File: config.mk
export PLATFORM = sky130hd
export DESIGN_NAME = seq_controller
export DESIGN_NICKNAME = d
export VERILOG_FILES = /design/src/rtl/seq_controller.sv
export SDC_FILE = /design/constraint.sdc
export NUM_CORES = 1
export LEC_CHECK = 0
export ABC_AREA = 0
export ABC_CLOCK_PERIOD_IN_PS = 2380
export CAP_MARGIN = 20
export CORE_MARGIN = 1
export CORE_UTILIZATION = 40
export DETAILED_ROUTE_END_ITERATION = 8
export PLACE_DENSITY = 0.62
export SKIP_LAST_GASP = 1
export SYNTH_ARGS = -nofsm -noshare
export SYNTH_HDL_FRONTEND = slang
export SYNTH_SLANG_ARGS = --single-unit
File: constraint.sdc
create_clock -name clk -period 2.38 [get_ports clk]
set_input_delay 0.476 -clock clk [delete_from_list [all_inputs] [get_ports clk]]
set_output_delay 0.476 -clock clk [all_outputs]
set_load 0.005 [all_outputs]
File: src/rtl/seq_controller.sv
// Instruction-sequencing controller: fetches from a synchronous ROM, strobes each
// instruction to the datapath, resolves branches through a target LUT, stops on HALT or budget.
module seq_controller #(
  parameter int                 PC_W       = 8,
  parameter int                 INSTR_W    = 9,
  parameter int                 OPC_W      = 3,
  parameter logic [OPC_W-1:0]   HALT_OPC   = 3'b111,
  parameter logic [OPC_W-1:0]   BR_OPC     = 3'b110,
  parameter int                 LUT_DEPTH  = 16,
  parameter logic [PC_W-1:0]    START_ADDR = '0,
  parameter int                 MAX_CYCLES = 1024,
  parameter int                 CNT_W      = 16,
  localparam int                LUT_IDX_W  = $clog2(LUT_DEPTH)
) (
  input  logic                 clk,
  input  logic                 reset,
  input  logic                 start,
  output logic [PC_W-1:0]      instr_addr,
  input  logic [INSTR_W-1:0]   instr_data,
  output logic [INSTR_W-1:0]   instr_out,
  output logic                 exec_valid,
  input  logic                 branch_taken,
  input  logic                 lut_we,
  input  logic [LUT_IDX_W-1:0] lut_waddr,
  input  logic [PC_W-1:0]      lut_wdata,
  output logic                 busy,
  output logic                 done,
  output logic                 timeout,
  output logic [CNT_W-1:0]     cycle_count,
  output logic [CNT_W-1:0]     instr_count
);

  typedef enum logic [1:0] {IDLE, FETCH, EXEC, DONE} state_t;

  state_t               state_q, state_d;
  logic [PC_W-1:0]      pc_q;
  logic [CNT_W-1:0]     cycle_cnt_q, instr_cnt_q;
  logic                 timeout_q;
  logic [PC_W-1:0]      lut [LUT_DEPTH];

  logic [OPC_W-1:0]     opc;
  logic [LUT_IDX_W-1:0] idx;
  logic                 is_halt, br_take, running, launch, budget_hit;

  function automatic logic [CNT_W-1:0] sat_inc(input logic [CNT_W-1:0] v);
    return (&v) ? v : v + 1'b1;
  endfunction

  assign opc     = instr_data[INSTR_W-1 -: OPC_W];
  assign idx     = instr_data[LUT_IDX_W-1:0];
  assign is_halt = (state_q == EXEC) && (opc == HALT_OPC);
  assign br_take = (opc == BR_OPC) && branch_taken;
  assign running = (state_q == FETCH) || (state_q == EXEC);
  assign launch  = ((state_q == IDLE) || (state_q == DONE)) && start;
  // The cycle being spent now is the one that brings the count to the budget.
  assign budget_hit = running && ((32'(cycle_cnt_q) + 32'd1) >= 32'(MAX_CYCLES));

  // State register
  always_ff @(posedge clk or posedge reset) begin
    if (reset) state_q <= IDLE;
    else       state_q <= state_d;
  end

  // Next-state logic; HALT takes priority over budget expiry
  always_comb begin
    state_d = state_q;
    case (state_q)
      IDLE, DONE: if (start) state_d = FETCH;
      FETCH:      state_d = budget_hit ? DONE : EXEC;
      EXEC: begin
        if (is_halt || budget_hit) state_d = DONE;
        else                       state_d = FETCH;
      end
      default:    state_d = IDLE;
    endcase
  end

  // Outputs
  always_comb begin
    instr_addr  = pc_q;
    exec_valid  = (state_q == EXEC);
    instr_out   = (state_q == EXEC) ? instr_data : '0;
    busy        = running;
    done        = (state_q == DONE);
    timeout     = timeout_q;
    cycle_count = cycle_cnt_q;
    instr_count = instr_cnt_q;
  end

  // Program counter, run statistics and timeout flag
  always_ff @(posedge clk or posedge reset) begin
    if (reset) begin
      pc_q        <= '0;
      cycle_cnt_q <= '0;
      instr_cnt_q <= '0;
      timeout_q   <= 1'b0;
    end else if (launch) begin
      pc_q        <= START_ADDR;
      cycle_cnt_q <= '0;
      instr_cnt_q <= '0;
      timeout_q   <= 1'b0;
    end else if (running) begin
      cycle_cnt_q <= sat_inc(cycle_cnt_q);
      if (budget_hit && !is_halt) timeout_q <= 1'b1;
      if (state_q == EXEC) begin
        instr_cnt_q <= sat_inc(instr_cnt_q);
        if (!is_halt) pc_q <= br_take ? lut[idx] : pc_q + 1'b1;
      end
    end
  end

  // Target LUT: combinational read sees the pre-write contents on a same-cycle write
  always_ff @(posedge clk) begin
    if (lut_we) lut[lut_waddr] <= lut_wdata;
  end

endmodule

==> flow_metrics.env, run 1 <==
export IMPL_synth_top_cell_by_area="edfxtp_1"
export IMPL_power_frac_comb=0.226
export IMPL_cts_root_buf="clkbuf_16"
export IMPL_finalHoldViolCount=0
export IMPL_drv_cap=0
export IMPL_yosysSeqAreaShare=0.664
export IMPL_power_leakage_nw=3.46
export IMPL_diodes=0
export IMPL_ir_drop_mv=0.457
export IMPL_dp_hpwl_mm=11.6
export IMPL_multi_input_area_sq_um=2400
export IMPL_rsz0062_at_grt="false"
export IMPL_switching_share=0.285
export IMPL_timing_fmax_ghz=0.437
export IMPL_synth_distinct_cells=49
export IMPL_syn_nets=516
export IMPL_powerDensity_nw_per_um2=871
export IMPL_drc=20
export IMPL_die_x_um=138
export IMPL_p_int_mw=5.85
export IMPL_clockBufferDepth=2
export IMPL_worst_slew_pin_slew_ns=0.611
export IMPL_synthFlopType="edfxtp_1"
export IMPL_yosys_top_cells_area="edfxtp_1 52%, dfrtp_1 15%, mux4_2 12%"
export IMPL_synth_edff_count=128
export IMPL_core_sq_um=18100
export IMPL_violations="DRC"
export IMPL_p_sw_mw=2.33
export IMPL_fin_skew_ns=0.0100
export IMPL_grt_pass1_vias=4705
export IMPL_r2r_cells=6
export IMPL_drtAntennaViolNets=0
export IMPL_status="finished with violations"
export IMPL_wl_per_cell_um=20.3
export IMPL_design_area_sq_um=9390
export IMPL_grt_max_degree=44
export IMPL_highest_signal_layer="met4"
export IMPL_fin_nets=637
export IMPL_cts_sinks=171
export IMPL_rows=49
export IMPL_max_stage_delay_ns=0.50
export IMPL_dpl_instance_area_sq_um=8740
export IMPL_ys_seq_elements=171
export IMPL_drt_total_wl_mm=17.1
export IMPL_hold_buffers=0
export IMPL_power_frac_seq=0.437
export IMPL_cts_buffers=17
export IMPL_cp_max_fo=9
export IMPL_crit_type="register to output port"
export IMPL_firstDrtPassIters=7
export IMPL_htree_levels=4
export IMPL_track_usage=0.191
export IMPL_clock_latency_ns=0.42
export IMPL_postSynth_asyncResetShare=0.251
export IMPL_synth_cells=483
export IMPL_initialDrtViolationCount=389
export IMPL_wl_met2_mm=7.99
export IMPL_clkTransAtPathRegs_ns=0.07
export IMPL_wl_met3_mm=1.02
export IMPL_avgViaCountPerCell=5.56
export IMPL_layout_common_cells="128 x edfxtp_1, 75 x clkdlybuf4s50_1, 43 x dfrtp_1"
export IMPL_wl_met1_mm=7.88
export IMPL_cp_top_family="buffers and inverters"
export IMPL_worst_setup_path_end_kind="output port"
export IMPL_pin_count=79
export IMPL_start_util=0.410
export IMPL_min_period_ns=2.29
export IMPL_antenna_found_initial=0
export IMPL_syn_area_sq_um=7410
export IMPL_setup_violations_final=0
export IMPL_synth_top_area_share=0.519
export IMPL_grt_first_pass_wirelength_mm=27.4
export IMPL_die_area_sq_um=19100
export IMPL_hp_class="input port to async pin"
export IMPL_syn2layout_area_growth_pct=26.7
export IMPL_crit_chain="inv_2 > ha_4 > buf_4 > and2_4 > clkdlybuf4s50_1"
export IMPL_relSlewSlack=0.592
export IMPL_min_period_over_period=0.961
export IMPL_grt_overflow=0
export IMPL_clkPwrFrac=0.337
export IMPL_yosysWarnings=0
export IMPL_worstPathArrival_ns=1.81
export IMPL_start_kind="register"
export IMPL_final_max_slew_viol_count=0
export IMPL_slowest_stage="clkdlybuf4s50_1"
export IMPL_portBuffers=78
export IMPL_drive_gt1_frac=0.207
export IMPL_finalPower_mw=8.18
export IMPL_crit_required_ns=1.90
export IMPL_fillers=1464
export IMPL_die_height_um=138
export IMPL_final_common_cell="edfxtp_1"
export IMPL_cts_tree="done"
export IMPL_avgSynthCellArea_sq_um=15.3
export IMPL_regArea_sq_um=4920
export IMPL_vias=4706
export IMPL_crit_cells=5
export IMPL_path_buf_inv=3
export IMPL_gp_congestion=0.832
kinds of logic (layout without fill, tap and decap cells):
| logic type | count (synthesis) | after routing | synth area share |
|---|---|---|---|
| mux | 43 | 43 | 0.126 |
| simple gates | 160 | 160 | 0.111 |
| xor+xnor | 19 | 19 | 0.0225 |
| compound gates | 55 | 55 | 0.0486 |
| fa+ha+maj | 7 | 7 | 0.0118 |
| flops | 171 | 171 | 0.664 |
| buf+inv | 28 | 162 | 0.0159 |
Yosys cell counts, drive strengths merged (2+ instances only):
master	count
a31oi	2
nand2	25
and4b	2
xnor2	5
nand4	12
a21oi	11
and2	12
nor3	10
nand3b	2
mux4	40
nor2	43
o21ai	20
nand2b	5
and4	2
o211a	6
ha	7
xor2	14
buf	4
and3	12
mux2i	2
o211ai	2
or3	2
clkbuf	16
nand3	26
inv	8
a31o	2
a21boi	2
o31ai	3
dfrtp	43
edfxtp	128
what timing repair did:
item	in CTS	in global routing
setup buffers	1	0
endpoints found under the setup margin	3	6
gates cloned	1	0
pin swaps	0	0
gates resized for setup	3	5
hold endpoints to repair	0	0
worst min-delay path: stages:
cell and delay [ns]:
clkdlybuf4s50_1 0.39, inv_1 0.05, buf_4 0.48
area by class of cell:
class                           instances  area share
Clock buffer                           18      0.0457
Clock inverter                         14      0.0169
Multi-Input combinational cell        284       0.255
Sequential cell                       171       0.524
Inverter                                8     0.00320
Tap cell                              229      0.0305
Timing Repair Buffer                  122       0.125
worst paths after layout:
kind,endpoint,start,slack (ns)
max,instr_out[6],state_q[0],0.09
min,cycle_count[3],reset,0.51
max reg2reg,state_q[0],cycle_count[7],0.14
min reg2reg,timeout,timeout,0.56
max in group asynchronous,instr_addr[2],reset,1.46
min in group clk,timeout,timeout,0.56
metal layers:
layer | vias to the layer above | track usage
met3 | 16 | 0.0409
li1 | 2123 | -
met4 | 0 | 0.0698
met5 | - | 0
met1 | 2395 | 0.270
met2 | 172 | 0.292
power groups by stage:
stage | registers, mW | logic, mW | clock network, mW
after detailed placement | 3.64 | 1.78 | 0
after floorplan | 3.59 | 0.900 | 0
after CTS | 3.57 | 1.85 | 2.80
after global routing | 3.60 | 2.04 | 2.92
final | 3.58 | 1.85 | 2.76
after global placement | 3.62 | 1.75 | 0
sequential cells by signal, indices dropped and copies added (netlist names):
signal       count
timeout          1
state_q          2
instr_addr       8
lut            128
cycle_count     16
instr_count     16
metrics by stage:
stage | instances | TNS, ns | hold WS (ns) | utilization | setup slack (ns)
after floorplan | 483 | 0 | 0.498 | - | 0.0426
after global placement | 812 | 0 | 0.535 | 0.483 | 0.00111
after detailed placement | 812 | -0.0122 | 0.535 | 0.483 | -0.0122
after CTS | 846 | 0 | 0.527 | 0.519 | 0.0295
after global routing | 846 | 0 | 0.596 | 0.519 | 0.0253
final | 846 | 0 | 0.507 | 0.519 | 0.0934
(Power assumes the default switching activity.)
==> run 2: changes to the inputs <==
- SKIP_CTS_REPAIR_TIMING: not set -> 1
- SKIP_LAST_GASP: 1 -> not set
==> flow_metrics.env, run 2 (same netlist as run 1, synthesis figures left out) <==
export IMPL_status="finished with violations"
export IMPL_violations="DRC"
export IMPL_vias=4679
export IMPL_hp_class="input port to async pin"
export IMPL_drt_total_wl_mm=17.1
export IMPL_cts_root_buf="clkbuf_16"
export IMPL_dp_slack_ns=-0.0122
export IMPL_clock_latency_ns=0.42
export IMPL_whs_ns=0.513
export IMPL_final_common_cell="edfxtp_1"
export IMPL_track_usage=0.188
export IMPL_min_period_over_period=0.975
export IMPL_avgViaCountPerCell=5.53
export IMPL_crit_type="register to output port"
export IMPL_clockBufferDepth=2
export IMPL_layout_common_cells="128 x edfxtp_1, 76 x clkdlybuf4s50_1, 43 x dfrtp_1"
export IMPL_ir_drop_mv=0.581
export IMPL_rows=49
export IMPL_power_leakage_nw=3.44
export IMPL_grt_max_degree=44
export IMPL_drv_cap=0
export IMPL_fin_skew_ns=0.00961
export IMPL_top_register="lut"
export IMPL_setup_violations_final=0
export IMPL_start_util=0.410
export IMPL_worst_slew_pin_slew_ns=0.608
export IMPL_rsz0062_at_grt="false"
export IMPL_diodes=0
export IMPL_cts_buffers=17
export IMPL_cp_max_fo=4
export IMPL_die_height_um=138
export IMPL_gp_congestion=0.832
export IMPL_grt_overflow=0
export IMPL_core_sq_um=18100
export IMPL_cts_sinks=171
export IMPL_clkTransAtPathRegs_ns=0.07
export IMPL_grt_first_pass_wirelength_mm=27.0
export IMPL_wl_per_cell_um=20.2
export IMPL_htree_levels=4
export IMPL_ff2ff_setup_slack_ns=0.14
export IMPL_drtAntennaViolNets=0
export IMPL_initialDrtViolationCount=416
export IMPL_layout_setup_ws_ns=0.0604
export IMPL_largest_reg_flops=128
export IMPL_fin_nets=637
export IMPL_worst_setup_path_end_kind="output port"
export IMPL_dp_hpwl_mm=11.6
export IMPL_syn2layout_area_growth_pct=26.6
export IMPL_portBuffers=78
export IMPL_relSlewSlack=0.594
export IMPL_r2r_end="state_q[0]"
export IMPL_cts_tree="done"
export IMPL_start_kind="register"
export IMPL_reg2reg_from="cycle_count[7]"
export IMPL_drc=20
export IMPL_final_max_slew_viol_count=0
export IMPL_powerDensity_nw_per_um2=871
export IMPL_pin_count=79
export IMPL_firstDrtPassIters=7
export IMPL_crit_required_ns=1.90
export IMPL_die_area_sq_um=19100
export IMPL_worstPathArrival_ns=1.84
export IMPL_timing_fmax_ghz=0.431
export IMPL_r2r_cells=6
export IMPL_antenna_found_initial=0
export IMPL_die_x_um=138
export IMPL_drive_gt1_frac=0.207
export IMPL_finalHoldViolCount=0
export IMPL_grt_pass1_vias=4652
export IMPL_min_period_ns=2.32
==> run 2: cell count changes in the layout (fill, tap and decap cells not counted) <==
| cell | previous run | this run |
|---|---|---|
| clkdlybuf4s50_1 | 75 | 76 |
| bufbuf_16 | 1 | 0 |
| clkbuf_16 | 17 | 18 |
| dlygate4sd2_1 | 1 | 0 |
==> run 2: report_power, final <==
part / total (mW) / switching, mW / leakage (nW) / internal (mW)
Clock: 2.75 / 1.18 / 0.294 / 1.57
Combinational: 1.85 / 0.960 / 1.41 / 0.886
Sequential: 3.58 / 0.187 / 1.74 / 3.39
Total: 8.18 / 2.32 / 3.44 / 5.85
==> run 2: cell type report <==
type | count | area [sq um]
Clock buffer | 18 | 429
Clock inverter | 14 | 159
Fill cell | 1468 | 8700
Inverter | 8 | 30.0
Multi-Input combinational cell | 284 | 2400
Sequential cell | 171 | 4920
Tap cell | 229 | 287
Timing Repair Buffer | 122 | 1160
==> run 2: layer usage <==
metal / part of all wire / global-route usage / vias up
met3: 0.056 / 0.0343 / 23
met5: 0 / 0 / -
met2: 0.47 / 0.288 / 164
li1: - / - / 2124
met1: 0.46 / 0.267 / 2368
met4: 0.017 / 0.0751 / 0
==> run 2: how the worst max path moves through the flow <==
stage	to	cells past startpoint	startpoint	slack (ns)
5_1_grt	instr_out[1]	5	state_q[0]	0.005
6_report	instr_out[1]	5	state_q[0]	0.06
3_3_place_gp	instr_out[1]	4	instr_data[1]	0.001
2_1_floorplan	instr_addr[1]	6	instr_data[0]	0.04
3_5_place_dp	instr_out[1]	4	instr_data[1]	-0.01
4_1_cts	busy	4	state_q[0]	-0.13
==> run 2: per-stage QoR <==
stage                     utilization  std cells  cell area [sq um]  TNS, ns  power (mW)
after floorplan                     -        483               7410        0        4.49
after global placement          0.483        812               8740        0        5.38
after detailed placement        0.483        812               8740  -0.0122        5.42
after CTS                       0.516        844               9330   -0.162        8.17
after global routing            0.519        846               9390        0        8.55
final                           0.519        846               9390        0        8.18
==> run 2: worst max-delay path, stage by stage, from the launching register on <==
cell and delay [ns]:
dfrtp_1 0.40, inv_2 0.08, ha_4 0.13, buf_4 0.14, and2_1 0.17, clkdlybuf4s50_1 0.51
==> run 3: changes to the inputs <==
- CORE_UTILIZATION: 40 -> 55
- PLACE_DENSITY: 0.62 -> 0.8
==> flow_metrics.env, run 3 (same netlist as run 1, synthesis figures left out) <==
export IMPL_status="finished clean"
export IMPL_dpl_instance_area_sq_um=8620
export IMPL_clock_latency_ns=0.43
export IMPL_drt_total_wl_mm=17.2
export IMPL_largest_reg_flops=128
export IMPL_cts_tree="done"
export IMPL_fin_skew_ns=0.0110
export IMPL_drive_gt1_frac=0.199
export IMPL_crit_required_ns=1.90
export IMPL_antenna_found_initial=0
export IMPL_grt_first_pass_wirelength_mm=26.4
export IMPL_drc=0
export IMPL_dp_hpwl_mm=11.3
export IMPL_grt_pass1_vias=4851
export IMPL_hp_class="input port to async pin"
export IMPL_fin_util=0.706
export IMPL_final_max_slew_viol_count=0
export IMPL_clkTransAtPathRegs_ns=0.07
export IMPL_finalPower_mw=8.29
export IMPL_relSlewSlack=0.623
export IMPL_crit_type="register to output port"
export IMPL_drtAntennaViolNets=0
export IMPL_drv_cap=0
export IMPL_cts_sinks=171
export IMPL_start_kind="register"
export IMPL_reg2reg_from="cycle_count[10]"
export IMPL_critPathLaunch="state_q[0]"
export IMPL_cts_root_buf="clkbuf_16"
export IMPL_portBuffers=78
export IMPL_syn2layout_area_growth_pct=25.6
export IMPL_finalSetupTns_ns=0
export IMPL_ir_drop_mv=0.655
export IMPL_fin_nets=634
export IMPL_grt_overflow=0
export IMPL_vias=4847
export IMPL_gp_congestion=0.872
export IMPL_htree_levels=4
export IMPL_grt_max_degree=44
export IMPL_worstPathArrival_ns=1.82
export IMPL_initialDrtViolationCount=457
export IMPL_finalHoldViolCount=0
export IMPL_setup_violations_final=0
export IMPL_power_leakage_nw=3.47
export IMPL_min_period_over_period=0.966
export IMPL_top_register="lut"
export IMPL_track_usage=0.260
export IMPL_cts_buffers=17
export IMPL_core_sq_um=13200
export IMPL_worst_slew_pin_slew_ns=0.563
export IMPL_rows=42
export IMPL_layout_common_cells="128 x edfxtp_1, 73 x clkdlybuf4s50_1, 43 x nor2_1, 43 x dfrtp_1, 40 x mux4_2"
export IMPL_timing_fmax_ghz=0.435
export IMPL_final_common_cell="edfxtp_1"
export IMPL_die_x_um=118
export IMPL_start_util=0.562
export IMPL_design_area_sq_um=9310
export IMPL_powerDensity_nw_per_um2=891
export IMPL_clockBufferDepth=2
export IMPL_die_height_um=118
export IMPL_die_area_sq_um=13900
export IMPL_pin_count=79
export IMPL_cp_max_fo=8
export IMPL_min_period_ns=2.30
export IMPL_worst_setup_path_end_kind="output port"
export IMPL_diodes=0
export IMPL_wl_per_cell_um=21.8
export IMPL_rsz0062_at_grt="false"
export IMPL_firstDrtPassIters=6
export IMPL_avgViaCountPerCell=6.14
run 3: cell types whose count changed in the layout (fill, tap and decap cells not counted), moves of 3 or more:
cell / before / now
buf_4: 40 / 36
clkdlybuf4s50_1: 76 / 73
clkinv_2: 3 / 0
dlymetal6s2s_1: 1 / 4
run 3: per-layer routing:
metal / global-route usage / part of all wire
met5: 0 / 0
met4: 0.106 / 0.029
met3: 0.0727 / 0.076
met2: 0.438 / 0.51
met1: 0.318 / 0.38
run 3: cell type report:
class / count / area, sq um
flip-flops and latches: 171 / 4920
clock inverters: 15 / 175
fillers: 816 / 3880
inverters: 8 / 30.0
repair buffers: 119 / 1150
clock buffers: 17 / 425
well taps: 176 / 220
multi-input cells: 284 / 2390
run 3: through the flow:
step	std cells	setup slack [ns]	hold slack, ns
finish	790	0.0815	0.501
CTS	786	-0.191	0.508
detailed placement	754	0.0113	0.506
global placement	754	0.00543	0.498
floorplan	483	0.0426	0.498
global route	790	0.00380	0.532
run 3: final timing paths:
check	end	slack [ns]	cells after the start
max	instr_out[5]	0.08	5
min	instr_count[6]	0.50	3
max reg2reg	state_q[0]	0.14	6
min reg2reg	timeout	0.52	1
max in group asynchronous	instr_addr[6]	1.49	3
min in group clk	timeout	0.52	1
run 3: worst max-delay path, cell delays in order (launching register included):
cell	delay (ns)
dfrtp_1	0.41
inv_2	0.08
ha_4	0.17
buf_6	0.13
and2_1	0.12
clkdlybuf4s50_1	0.49
run 3: where the power goes:
| group | switching (mW) | total, mW | internal (mW) |
|---|---|---|---|
| Sequential | 0.195 | 3.58 | 3.39 |
| Combinational | 0.968 | 1.89 | 0.922 |
| Clock | 1.23 | 2.82 | 1.59 |
